<file path="src/rtl/id_ex_skid_pkg.sv">
// Shared widths, bubble encoding and state encoding for the id/ex pipeline register.
// State is encoded directly as {skid_v, main_v} so the valid bits fall out of the state flop.
package id_ex_skid_pkg;

    localparam int DW  = 32;
    localparam int AW  = 32;
    localparam int RAW = 5;

    localparam logic [31:0]   NOP_INST      = 32'h0000_0013;
    localparam logic [DW-1:0] ZERO_WORD     = '0;
    localparam logic          WRITE_ENABLE  = 1'b1;
    localparam logic          WRITE_DISABLE = 1'b0;

    typedef enum logic [1:0] {
        ST_EMPTY = 2'b00,
        ST_ONE   = 2'b01,
        ST_FULL  = 2'b11
    } state_e;

    function automatic int bundle_width(input int dw, input int aw, input int raw);
        return 32 + aw + 4 * dw + 1 + raw;
    endfunction

endpackage

</file>
<file path="src/rtl/id_ex_skid_entry.sv">
// One payload register bank with load enable; cleared only by reset, never by flush.
module id_ex_skid_entry #(
    parameter int W = 32
) (
    input  logic         clk,
    input  logic         rst,
    input  logic         load_i,
    input  logic [W-1:0] d_i,
    output logic [W-1:0] q_o
);

    logic [W-1:0] dat_q;

    always_ff @(posedge clk) begin
        if (rst) begin
            dat_q <= '0;
        end else if (load_i) begin
            dat_q <= d_i;
        end
    end

    assign q_o = dat_q;

endmodule

</file>
<file path="src/rtl/id_ex_skid.sv">
// Elastic id->ex register with one skid entry; in_ready_o comes straight from a state flop.
// Latency 1 cycle, full throughput; flush/reset drop both entries and the incoming bundle.
module id_ex_skid
    import id_ex_skid_pkg::*;
#(
    parameter int DW  = id_ex_skid_pkg::DW,
    parameter int AW  = id_ex_skid_pkg::AW,
    parameter int RAW = id_ex_skid_pkg::RAW
) (
    input  logic           clk,
    input  logic           rst,
    input  logic           flush_i,
    input  logic           in_valid_i,
    output logic           in_ready_o,
    input  logic [31:0]    inst_i,
    input  logic [AW-1:0]  inst_addr_i,
    input  logic [DW-1:0]  op1_i,
    input  logic [DW-1:0]  op2_i,
    input  logic           reg_wen_i,
    input  logic [RAW-1:0] reg_w_addr_i,
    input  logic [DW-1:0]  reg1_rdata_i,
    input  logic [DW-1:0]  reg2_rdata_i,
    output logic           out_valid_o,
    input  logic           out_ready_i,
    output logic [31:0]    inst_o,
    output logic [AW-1:0]  inst_addr_o,
    output logic [DW-1:0]  op1_o,
    output logic [DW-1:0]  op2_o,
    output logic           reg_wen_o,
    output logic [RAW-1:0] reg_w_addr_o,
    output logic [DW-1:0]  reg1_rdata_o,
    output logic [DW-1:0]  reg2_rdata_o
);

    localparam int BW = bundle_width(DW, AW, RAW);

    state_e          state_q;
    logic            main_v;
    logic            skid_v;
    logic            in_fire;
    logic            out_fire;
    logic            main_load;
    logic            skid_load;
    logic            main_from_skid;
    logic [BW-1:0]   in_bus;
    logic [BW-1:0]   main_d;
    logic [BW-1:0]   main_q;
    logic [BW-1:0]   skid_q;

    logic [31:0]     inst_q;
    logic            wen_q;

    assign main_v   = state_q[0];
    assign skid_v   = state_q[1];
    assign in_ready_o  = ~skid_v;
    assign out_valid_o = main_v;
    assign in_fire  = in_valid_i & in_ready_o;
    assign out_fire = out_valid_o & out_ready_i;

    assign in_bus = {inst_i, inst_addr_i, op1_i, op2_i, reg_wen_i, reg_w_addr_i,
                     reg1_rdata_i, reg2_rdata_i};

    always_comb begin
        main_load      = 1'b0;
        skid_load      = 1'b0;
        main_from_skid = 1'b0;
        if (!flush_i) begin
            case (state_q)
                ST_EMPTY: main_load = in_fire;
                ST_ONE: begin
                    if (in_fire && out_fire) begin
                        main_load = 1'b1;
                    end else if (in_fire) begin
                        skid_load = 1'b1;
                    end
                end
                ST_FULL: begin
                    if (out_ready_i) begin
                        main_load      = 1'b1;
                        main_from_skid = 1'b1;
                    end
                end
                default: ;
            endcase
        end
    end

    assign main_d = main_from_skid ? skid_q : in_bus;

    always_ff @(posedge clk) begin
        if (rst) begin
            state_q <= ST_EMPTY;
        end else if (flush_i) begin
            state_q <= ST_EMPTY;
        end else begin
            case (state_q)
                ST_EMPTY: if (in_fire) state_q <= ST_ONE;
                ST_ONE: begin
                    if (in_fire && !out_ready_i) begin
                        state_q <= ST_FULL;
                    end else if (!in_fire && out_fire) begin
                        state_q <= ST_EMPTY;
                    end
                end
                ST_FULL: if (out_ready_i) state_q <= ST_ONE;
                default: state_q <= ST_EMPTY;
            endcase
        end
    end

    id_ex_skid_entry #(.W(BW)) u_main (
        .clk    (clk),
        .rst    (rst),
        .load_i (main_load),
        .d_i    (main_d),
        .q_o    (main_q)
    );

    id_ex_skid_entry #(.W(BW)) u_skid (
        .clk    (clk),
        .rst    (rst),
        .load_i (skid_load),
        .d_i    (in_bus),
        .q_o    (skid_q)
    );

    assign {inst_q, inst_addr_o, op1_o, op2_o, wen_q, reg_w_addr_o,
            reg1_rdata_o, reg2_rdata_o} = main_q;

    // ex must see a harmless bubble whenever nothing is valid
    assign inst_o    = main_v ? inst_q : NOP_INST;
    assign reg_wen_o = main_v ? wen_q  : WRITE_DISABLE;

endmodule
</file>
<file path="config.mk">
export PLATFORM = sky130hd
export DESIGN_NAME = id_ex_skid
export DESIGN_NICKNAME = d
export VERILOG_FILES = /design/src/rtl/id_ex_skid_pkg.sv /design/src/rtl/id_ex_skid_entry.sv /design/src/rtl/id_ex_skid.sv
export SDC_FILE = /design/constraint.sdc
export NUM_CORES = 1
export LEC_CHECK = 0
export CAP_MARGIN = 10
export CORE_AREA = 2 2 238 169
export CTS_BUF_LIST = sky130_fd_sc_hd__clkbuf_4
export DETAILED_ROUTE_END_ITERATION = 8
export DIE_AREA = 0 0 240 171
export DONT_BUFFER_PORTS = 1
export PLACE_DENSITY = 0.63
export RECOVER_POWER = 25
export SYNTH_ARGS = -nofsm -noshare
export SYNTH_HDL_FRONTEND = slang
export SYNTH_HIERARCHICAL = 1
export SYNTH_SLANG_ARGS = --single-unit
</file>
<file path="constraint.sdc">
create_clock -name clk -period 3.85 [get_ports clk]
set_input_delay 0.5775 -clock clk [delete_from_list [all_inputs] [get_ports clk]]
set_output_delay 0.5775 -clock clk [all_outputs]
set_load 0.005 [all_outputs]
</file>
Word level (Yosys, flattened, before mapping) --
Cells that the tools add are included.
Word-level totals: bits in registers 398, input bits 203, output and inout bits 200, logic and storage cells 37
Operators by class: equality and inequality tests 5, mux-type cells 18, bitwise operators 3, reductions and logical operators 8
Operators by type and width (count):
- two-way mux 198 bit | 1
- two-way mux 32 bit | 1
- two-way mux 1 bit | 10
- two-way mux 2 bit | 4
- case mux 2 bit (3 select lines) | 1
- != test 2 bit (second input constant) | 2
- logical AND 1 bit | 3
- != test 3 bit (second input constant) | 1
- case mux 1 bit (3 select lines) | 1
- AND reduction 3 bit | 1
- AND 1 bit | 2
- equality test 2 x 1 -> 1 bit (second input constant) | 1
- equality test 2 bit (second input constant) | 1
- zero test 1 bit | 2
- zero test 2 bit | 1
- OR reduction 2 bit | 1
- inverter 1 bit | 1

Depth between registers and ports, before layout --
word-level depth 7, depth in mapped cells 11, gate-level depth less buffers 7

Modules after synthesis --
The synthesis kept the hierarchy.
Modules (own cells, without submodules):
- id_ex_skid_entry | instances 2, cells each 638, area each 6994.2 um2, seq. area each 3963.8 um2
- id_ex_skid | instances 1, cells each 287, area each 3263.1 um2, seq. area each 40.0 um2

Worst setup path before layout --
No wires, ideal clock.
path kind input -> register, start point input port flush_i, end point register u_main.dat_q[100] (netlist: u_main/q_o[100]), setup time 0.128 ns, arrival 1.955 ns, data required time 3.722 ns, setup slack 1.767 ns, stages 10, buffers on the path 6, cells stage by stage nand3b_1 -> buf_4 -> buf_6 -> buf_6 -> a21oi_1 -> buf_4 -> buf_6 -> buf_6 -> mux2i_1 -> nor2_1
On the way: elaborated cells between the ends (all ways) 3, those cells by class 3 x mux
RTL lines:
- start, declared | line id_ex_skid.sv:12 | input logic flush_i,
- two-way mux 1 bit | line id_ex_skid.sv:67 | if (!flush_i) begin
- net main_load | line id_ex_skid.sv:42 | logic main_load;
- end signal, assigned | line id_ex_skid_entry.sv:18 | dat_q <= d_i;
- end, declared | line id_ex_skid_entry.sv:12 | logic [W-1:0] dat_q;
The timed path passes the listed nets, and every way through them passes these cells. A chain may end at the register's enable or synchronous reset.

Final worst setup path --
start point register state_q[0], end point register u_main.dat_q[10] (netlist: u_main/q_o[10])
On the way: longest elaborated chain between the ends 5, elaborated cells between the ends (all ways) 11, those cells by class 2 x eq/ne; 6 x mux; 1 x bitwise; 2 x reduce/logical
RTL lines:
- start, declared | line id_ex_skid.sv:37 | state_e state_q;
- start signal, assigned | line id_ex_skid.sv:92 | state_q <= ST_EMPTY;
- start signal, assigned | line id_ex_skid.sv:94 | state_q <= ST_EMPTY;
- start signal, assigned | line id_ex_skid.sv:97 | ST_EMPTY: if (in_fire) state_q <= ST_ONE;
- AND 1 bit | line id_ex_skid.sv:58 | assign out_fire = out_valid_o & out_ready_i;
- logical AND 1 bit | line id_ex_skid.sv:71 | if (in_fire && out_fire) begin
- two-way mux 1 bit | line id_ex_skid.sv:71
- case mux 1 bit (3 select lines) (*) | line id_ex_skid.sv:68 | case (state_q)
- two-way mux 1 bit (*) | line id_ex_skid.sv:67
- net main_load | line id_ex_skid.sv:42
The timed path passes the listed nets; every way through them passes the cells marked *.

==> run metrics <==
status completed; ANT nets after route 0; Resized cells post-CTS 0; Die X-Extent 240 µm; total negative slack 0 ns; most frequent cells in the layout dfxtp_1, nor2_1, mux2i_1; WL/cell 17.9 µm; Clk Latency, worst-skew pair 0.77 ns; drt pass-1 iters 4; final setup margin 0.635 ns; synth unique cells 25; # clock sinks 398; Ys Warns 6; hold path cells 3; Fill cells 3397; mapped cell area 17300 µm²; Post-CTS Setup Repair Bufs 0; vias in the first global route 12.7k; cts hold-fix bufs 298; Area Growth Syn to Fin 24.3%; hold endpoint u_main/q_o[90]; HP Class in -> reg; Core ar. 39100 µm²; Mapped Cells 1563; worst slew pin tran 1.00 ns; Final Hold Fails 0; uppermost layer routed met4; Port Buffers 0; commonest non-fill, non-tap cell in the layout dfxtp_1; Total GRT Usage 20.4%; Synth Flop Type dfxtp_1; Critical Path, Cell by Cell buf_4 > a31oi_1 > or3_1 > a21oi_4 > buf_12 > mux2i_1 > nor2_1 > dlygate4sd3_1; TritonCTS clock tree built; share of the synthesized area in the top cell type 46.2%; EDFF count, synth 0; nature of the critical path startpoint flop; Avg Cell Area, Syn 11.0 µm²; DR vias 12.3k; starting DRC count in detailed routing 531; biggest area consumer among synthesized cells dfxtp_1; worst slack, placed 1.15 ns; Pleak 8.92 nW; fin crit period 3.21 ns; reg2reg start state_q[0]; Fin Clk Skew 0.0563 ns; vias per std cell 5.00; Synth area leaders dfxtp_1, mux2i_1, mux2_4, nor2_1, mux2_2; DR WL met2 20.9 mm; flop2flop setup slack 0.64 ns; CP required 4.48 ns; VDD IR max 0.000343 V; Clock Tree Root clkbuf_4; Remaining Overflow, GRT 0; Die H 171 µm; Final setup viols 0; DR WL met3 3.45 mm; worst setup path category reg -> reg; initial antenna violation count 2; Slew HR 33.0%; Crit Path Max Fanout 68; hold path start op2_i[20]; die area 41000 µm²; Async SR Flop Fraction 0%; Critical Path Max Stage Delay 0.56 ns; Critical Path AT 3.85 ns; delay-heaviest family, CP buffers and inverters; flop and latch count out of synthesis 398; Ports 403; share of layout cells above drive strength 1 18.3%; RSZ-0062 raised after global routing no; PnR Total Power 8.48 mW; Seq/Total Area, Yosys 46.2%; HPWL after DPL 24.3 mm; GP Congestion 0.729; Layout Utilization 54.9%; CTS Buf Count 97; Worst Setup End Kind flop; # DRC 0; global-route wire length before repair 67.0 mm; FF-to-FF path depth 8; crit share post-route 83.5%; WP buf/inv 3; met1 wire length 18.1 mm; # rows 61; Pwr Density 396 nW/µm²; # Max-Cap Violations 0; H-tree levels 3; largest net degree at the start of global routing 208; slowest CP cell dlygate4sd3_1; Synth Net Count 1771; Final Net Count 2065; Clock Path Buffers 3; clock slew at reported path FFs 0.06 ns; reg2reg end u_main/q_o[10]; Initial Utilization 44.1%; Max Slew Vio Count 0; drt total wl 43.9 mm; fmax 311 MHz
## synthesized netlist by cell type (4+ instances only)
cell type,instances
nor2_1,397
clkbuf_1,31
mux2i_1,397
buf_6,41
mux2_2,99
ha_1,5
buf_4,17
dfxtp_1,398
and2_1,30
mux2_4,100
buf_1,8
buf_2,16
nand2b_1,4
## kinds of logic after synthesis
family | synth area share, %
AO/OA/AOI/OAI | 0.203
flip-flops | 46.2
adder cells (fa/ha/maj) | 0.363
buffers and inverters | 4.80
AND/OR/NAND/NOR | 10.2
multiplexers | 38.2
## how the worst max path moves through the flow
stage | startpoint | depth (start not counted) | slack, ns | to
global route | state_q[0] | 8 | 0.45 | u_main/q_o[8]
detailed placement | state_q[0] | 7 | 1.15 | u_main/q_o[93]
CTS | state_q[0] | 8 | 0.63 | u_main/q_o[64]
floorplan | flush_i | 10 | 1.77 | u_main/q_o[100]
global placement | state_q[0] | 7 | 1.26 | u_main/q_o[102]
finish | state_q[0] | 8 | 0.64 | u_main/q_o[10]
## final cells by class
| cell class | instances | area (µm²) | area share [%] |
|---|---|---|---|
| clock inverter | 28 | 146 | 0.683 |
| inverter | 2 | 7.51 | 0.0350 |
| sequential | 398 | 7970 | 37.2 |
| multi-input combinational | 1049 | 8470 | 39.5 |
| timing repair buffer | 309 | 3190 | 14.9 |
| tap | 535 | 669 | 3.12 |
| antenna | 3 | 7.51 | 0.0350 |
| clock buffer | 131 | 983 | 4.59 |
## routing by layer
| metal | track usage, % | up-vias |
|---|---|---|
| met3 | 8.13 | 96 |
| li1 | - | 5923 |
| met4 | 9.02 | 0 |
| met5 | 0 | - |
| met2 | 33.2 | 328 |
| met1 | 23.7 | 5922 |
## where the power goes
part | switching (mW) | total, mW | internal, mW
Sequential | 0.115 | 4.38 | 4.26
Clock | 1.69 | 3.32 | 1.64
Combinational | 0.322 | 0.783 | 0.461
Total | 2.12 | 8.48 | 6.36
## worst min-delay path, delay by kind of cell
kind	cells	cell delay, ns
AND/OR/NAND/NOR	1	0.08
multiplexers	2	0.17
## registers in the layout, indices dropped and copies added (netlist names)
register	flops
state_q	2
u_main/q_o	198
u_skid/q_o	198
## per-stage QoR
stage                     instance area, µm²  hold WS [ns]  cells
final                                  21400        0.0969   2455
after global routing                   21400      -0.00554   2455
after CTS                              21400      0.000310   2451
after detailed placement               17300         0.477   1994
after global placement                 17300         0.466   1994
after floorplan                        17300         0.451   1563
No activity file was read; power rests on OpenSTA's default activity.
